## config.mk

```make
export PLATFORM = sky130hd
export DESIGN_NAME = image_frame_loader
export DESIGN_NICKNAME = d
export VERILOG_FILES = /design/src/rtl/mnist_pkg.sv /design/src/rtl/image_frame_loader.sv
export SDC_FILE = /design/constraint.sdc
export NUM_CORES = 1
export LEC_CHECK = 0
export CORE_ASPECT_RATIO = 0.9
export CORE_MARGIN = 10
export CORE_UTILIZATION = 49
export CTS_BUF_LIST = sky130_fd_sc_hd__clkbuf_2
export CTS_CLUSTER_DIAMETER = 100
export DETAILED_ROUTE_END_ITERATION = 16
export PLACE_DENSITY = 0.85
export SYNTH_ARGS = -nofsm -noshare
export SYNTH_HDL_FRONTEND = slang
export SYNTH_SLANG_ARGS = --single-unit
```

## constraint.sdc

```tcl
create_clock -name clk -period 2.1 [get_ports clk]
set_input_delay 0.21 -clock clk [delete_from_list [all_inputs] [get_ports clk]]
set_output_delay 0.21 -clock clk [all_outputs]
set_load 0.03 [all_outputs]
```

## src/rtl/mnist_pkg.sv

```systemverilog
// Shared definitions for the MNIST datapath: loader state encoding and default image geometry.
package mnist_pkg;

    typedef enum logic [1:0] {
        IDLE = 2'b00,
        LOAD = 2'b01,
        FULL = 2'b10
    } loader_state_t;

    localparam int IMG_ROW_BITS = 7;
    localparam int IMG_ROWS     = 28;

endpackage

```

## src/rtl/image_frame_loader.sv

```systemverilog
// Row-serial image loader: shifts NUM_ROWS rows from a valid/ready stream into a flat frame
// register, holds it until consumed, and supports start/abort and optional auto re-arm.
module image_frame_loader
    import mnist_pkg::*;
#(
    parameter int  ROW_BITS   = IMG_ROW_BITS,
    parameter int  NUM_ROWS   = IMG_ROWS,
    parameter int  AUTO_START = 1,
    parameter int  AUTO_REARM = 0,
    localparam int CW         = $clog2(NUM_ROWS + 1),
    localparam int FW         = ROW_BITS * NUM_ROWS
) (
    input  logic                clk,
    input  logic                reset_n,
    input  logic                start,
    input  logic                in_valid,
    output logic                in_ready,
    input  logic [ROW_BITS-1:0] data_in,
    output logic [FW-1:0]       image_data,
    output logic                image_ready,
    output logic                frame_done,
    input  logic                consume,
    output logic [CW-1:0]       rows_loaded
);

    localparam loader_state_t RESET_STATE = (AUTO_START != 0) ? LOAD : IDLE;
    localparam logic [CW-1:0] LAST_ROW    = CW'(NUM_ROWS - 1);

    loader_state_t state_reg, state_next;
    logic [FW-1:0] image_reg, image_next;
    logic [CW-1:0] rows_reg, rows_next;
    logic          ready_reg, ready_next;
    logic          done_reg, done_next;

    always_ff @(posedge clk or negedge reset_n) begin
        if (!reset_n) begin
            state_reg <= RESET_STATE;
            image_reg <= '0;
            rows_reg  <= '0;
            ready_reg <= 1'b0;
            done_reg  <= 1'b0;
        end else begin
            state_reg <= state_next;
            image_reg <= image_next;
            rows_reg  <= rows_next;
            ready_reg <= ready_next;
            done_reg  <= done_next;
        end
    end

    always_comb begin
        state_next = state_reg;
        image_next = image_reg;
        rows_next  = rows_reg;
        ready_next = ready_reg;
        done_next  = 1'b0;
        case (state_reg)
            IDLE: begin
                if (start) begin
                    state_next = LOAD;
                    image_next = '0;
                    rows_next  = '0;
                end
            end
            LOAD: begin
                // start aborts the partial frame and wins over a beat in the same cycle
                if (start) begin
                    image_next = '0;
                    rows_next  = '0;
                end else if (in_valid && in_ready) begin
                    image_next = (image_reg << ROW_BITS) | FW'(data_in);
                    rows_next  = rows_reg + CW'(1);
                    if (rows_reg == LAST_ROW) begin
                        state_next = FULL;
                        ready_next = 1'b1;
                        done_next  = 1'b1;
                    end
                end
            end
            FULL: begin
                if (start || consume) begin
                    state_next = (start || AUTO_REARM != 0) ? LOAD : IDLE;
                    image_next = '0;
                    rows_next  = '0;
                    ready_next = 1'b0;
                end
            end
            default: begin
                state_next = IDLE;
                image_next = '0;
                rows_next  = '0;
                ready_next = 1'b0;
            end
        endcase
    end

    assign in_ready    = (state_reg == LOAD);
    assign image_data  = image_reg;
    assign image_ready = ready_reg;
    assign frame_done  = done_reg;
    assign rows_loaded = rows_reg;

endmodule

```

==> summary.md <==
| Metric | Value |
|---|---|
| Final hold vios | 0 |
| Remaining routing DRC violations | 0 |
| Portion of the post-synthesis area used by sequential elements | 0.6939 |
| Width of the die | 149.5 um |
| Critical Path Sink Type | primary output |
| Maximum root-to-sink buffer count | 3 |
| DR WL/cell | 20.97 um |
| Worst Setup Path Type | reg2out |
| Register-to-Register Path Depth | 4 |
| Clk pin slew, worst setup/hold paths | 0.11 ns |
| Placer Congestion | 0.8440 |
| Number of instances in the placed design | 861 |
| CP required | 1.89 ns |
| Final setup TNS | 0 ns |
| Leakage component of the power | 6.017 nW |
| Cells on Worst Hold Path | 2 |
| Number of enable flip-flop cells after synthesis | 0 |
| Power per cell area | 677.0 mW/mm^2 |
| Num Clock Sinks | 205 |
| Filler cell count in the final layout | 1135 |
| Max_slew headroom | 0.6314 |
| Vias in the first global route | 5519 |
| Critical path fanouts, max | 2 |
| Worst-Margin Slew | 0.5529 ns |
| Number of endpoints failing setup at the final stage | 0 |
| Critical path launch point type | register |
| Layout overhead on the synthesized area | 34.65% |
| Critical path arrival | 1.80 ns |
| Shortest period the worst path allows | 2.009 ns |
| Yosys warns | 0 |
| Number of CTS-inserted buffers | 51 |
| TritonCTS clock tree | built |
| Die Footprint | 0.02041 mm^2 |
| Clock tree skew after final layout | 0.04310 ns |
| Hold Crit Class | in2reg |
| Via count | 5392 |
| Main area contributors after synthesis | sky130_fd_sc_hd__dfrtp_1 (69%), sky130_fd_sc_hd__a22o_1 (23%), sky130_fd_sc_hd__buf_6 (2.3%), sky130_fd_sc_hd__buf_2 (1.8%), sky130_fd_sc_hd__o21ai_0 (0.41%) |
| Number of library cell types mapped by synthesis | 22 |
| Remaining global-route overflow | 0 |
| Fin nets | 731 |
| Run status | completed |
| CP delay by family, top | buffers and inverters |
| Post-synth ARST share | 1.000 |
| Number of max-cap violations | 0 |
| Max reg flops | 196 |
| Non-filler cells, final | 950 |
| Most used flip-flop cell after synthesis | sky130_fd_sc_hd__dfrtp_1 |
| FF-to-FF End | image_data[122]$_DFFE_PN0P_ |
| First-pass GRT wire length | 30.73 mm |
| HP Start | data_in[6] |
| Number of buffers and inverters on the critical path | 1 |
| Top-count cell post-synth | sky130_fd_sc_hd__dfrtp_1 |
| Die Y | 136.5 um |
| Worst R2R Setup Slack | 0.34 ns |
| Core Area | 0.01477 mm^2 |
| Final-report max-slew violation count | 0 |
| Number of violations reported at the end of detailed-routing iteration 0 | 313 |
| Synth top area share | 0.6904 |
| Number of instances in the synthesized netlist | 480 |
| Cell area after synthesis | 0.007395 mm^2 |
| Dpl cell area | 0.009668 mm^2 |
| HPWL reported at the end of detailed placement | 13.51 mm |
| Post-synthesis average cell area | 15.41 um^2 |
| Clock latency reported for the late side of the worst-skew pair | 0.76 ns |
| Initial standard-cell utilization of the core | 0.5008 |
| Detail Route Antenna Nets | 0 |
| Drt via density | 5.676 |
| First-pass iteration count of the detailed router | 4 |
| Largest net degree at the start of global routing | 100 |
| Share of post-route cells with drive strength above 1 | 0.1225 |
| Root buffer cell | sky130_fd_sc_hd__clkbuf_2 |
| Most used standard cells in the synthesized netlist | sky130_fd_sc_hd__dfrtp_1 (204), sky130_fd_sc_hd__a22o_1 (197), sky130_fd_sc_hd__buf_2 (26), sky130_fd_sc_hd__buf_6 (15), sky130_fd_sc_hd__o21ai_0 (6) |
| Terminating pin of the worst hold path | image_data[6]$_DFFE_PN0P_ |
| Cell-by-cell trace of the critical path | clkdlybuf4s50_1 |
| VDD IR-drop max | 0.0003958 V |
| Total I/O pin count | 216 |
| Cell row count | 42 |
| FF-to-FF Start | state_reg[0]$_DFFE_PN1P_ |
| Final cycle utilization of the critical path | 0.9568 |
| Total stage count of the critical path | 1 |
| Post-Route WL | 19.92 mm |
| Post-route design area | 0.009957 mm^2 |
| Cell taking the most area after synthesis | sky130_fd_sc_hd__dfrtp_1 |
| Max stage delay on crit path | 0.67 ns |
| Number of antenna violations at the first check in global routing | 1 |
| Count of state elements after synthesis | 205 |
| Maximum achievable frequency | 497.7 MHz |
| Library cell contributing the largest single delay on the critical path | sky130_fd_sc_hd__clkdlybuf4s50_1 |
| Synthesized Nets | 493 |
| Post-route worst hold slack | 0.07691 ns |
| Level count of the clock H-tree | 2 |
| Total track usage | 0.1876 |
| I/O Buffers | 215 |
| Setup repair after global routing missed its margin | false |
-- area by class of cell --
cell class,count,area [um^2],area share
antenna,1,2.502,0.0002513
clock buffer,72,360.3,0.03619
clock inverter,14,53.80,0.005403
inverter,3,11.26,0.001131
multi-input combinational,228,1949,0.1958
sequential,205,5131,0.5153
tap,198,247.7,0.02488
timing repair buffer,229,2201,0.2210
-- worst max-delay path by stage --
stage	start	end	slack [ns]
2_1_floorplan	state_reg[0]$_DFFE_PN1P_	image_data[100]$_DFFE_PN0P_	0.32
6_report	image_data[195]$_DFFE_PN0P_	image_data[195]	0.09
4_1_cts	image_data[97]$_DFFE_PN0P_	image_data[97]	0.00007
5_1_grt	image_data[189]$_DFFE_PN0P_	image_data[189]	0.003
3_5_place_dp	consume	image_data[173]$_DFFE_PN0P_	0.10
3_3_place_gp	consume	image_data[174]$_DFFE_PN0P_	0.21
-- per-stage QoR --
step             util  worst slack, ns  power, W
2_1_floorplan       -           0.3236  0.004258
6_report       0.6743          0.09080  0.006741
3_3_place_gp   0.6547           0.2092  0.004413
5_1_grt        0.6743         0.003117  0.007064
4_1_cts        0.6692       0.00006684  0.006832
3_5_place_dp   0.6547           0.1022  0.004426
-- kinds of logic after synthesis --
logic type,after synthesis,synth area share
AOI/OAI and AO/OA,212,0.2462
adders and majority gates,1,0.001692
buffers and inverters,47,0.04501
DFF,205,0.6939
and+or+nand+nor,15,0.01320
-- layout by cell type, fill, tap and decap left out, drive strengths merged --
cell           count
a211o              1
a211oi             1
a21oi              4
a22o             197
a22oi              1
a31o               1
and3               1
buf               12
clkbuf            74
clkdlybuf4s50     15
clkinv            14
dfrtp            204
dfstp              1
diode              1
dlygate4sd2      172
dlygate4sd3        2
dlymetal6s2s      26
ha                 1
inv                3
nand2              2
nand4              3
nor2b              1
nor3               1
nor4b              3
o21a               1
o21ai              6
or3                4
-- report_power, final --
part	internal (W)	switching (W)
logic	0.0000969	0.000261
registers	0.00396	0.0000175
clock network	0.000909	0.00149
-- metal layers --
metal  GRT usage  vias up  part of all wire
met4     0.08224        0             0.023
met2      0.2984      208              0.49
li1            -     2381                 -
met5           0        -                 0
met1      0.2245     2769              0.39
met3     0.06999       34             0.094
-- worst register-to-register path, delay by kind of cell, from the launching register on --
kind	cells	cell delay (ns)
flip-flops	1	0.62
AO/OA/AOI/OAI	1	0.31
AND/OR/NAND/NOR	2	0.41
buffers and inverters	1	0.32
-- what timing repair did --
action / CTS / global route
setup endpoints to repair: 173 / 27
gates resized for setup: 177 / 28
setup buffers: 0 / 0
hold buffers: 2 / 0
hold endpoints to repair: 205 / 0
Power figures use the tool's default switching activity.
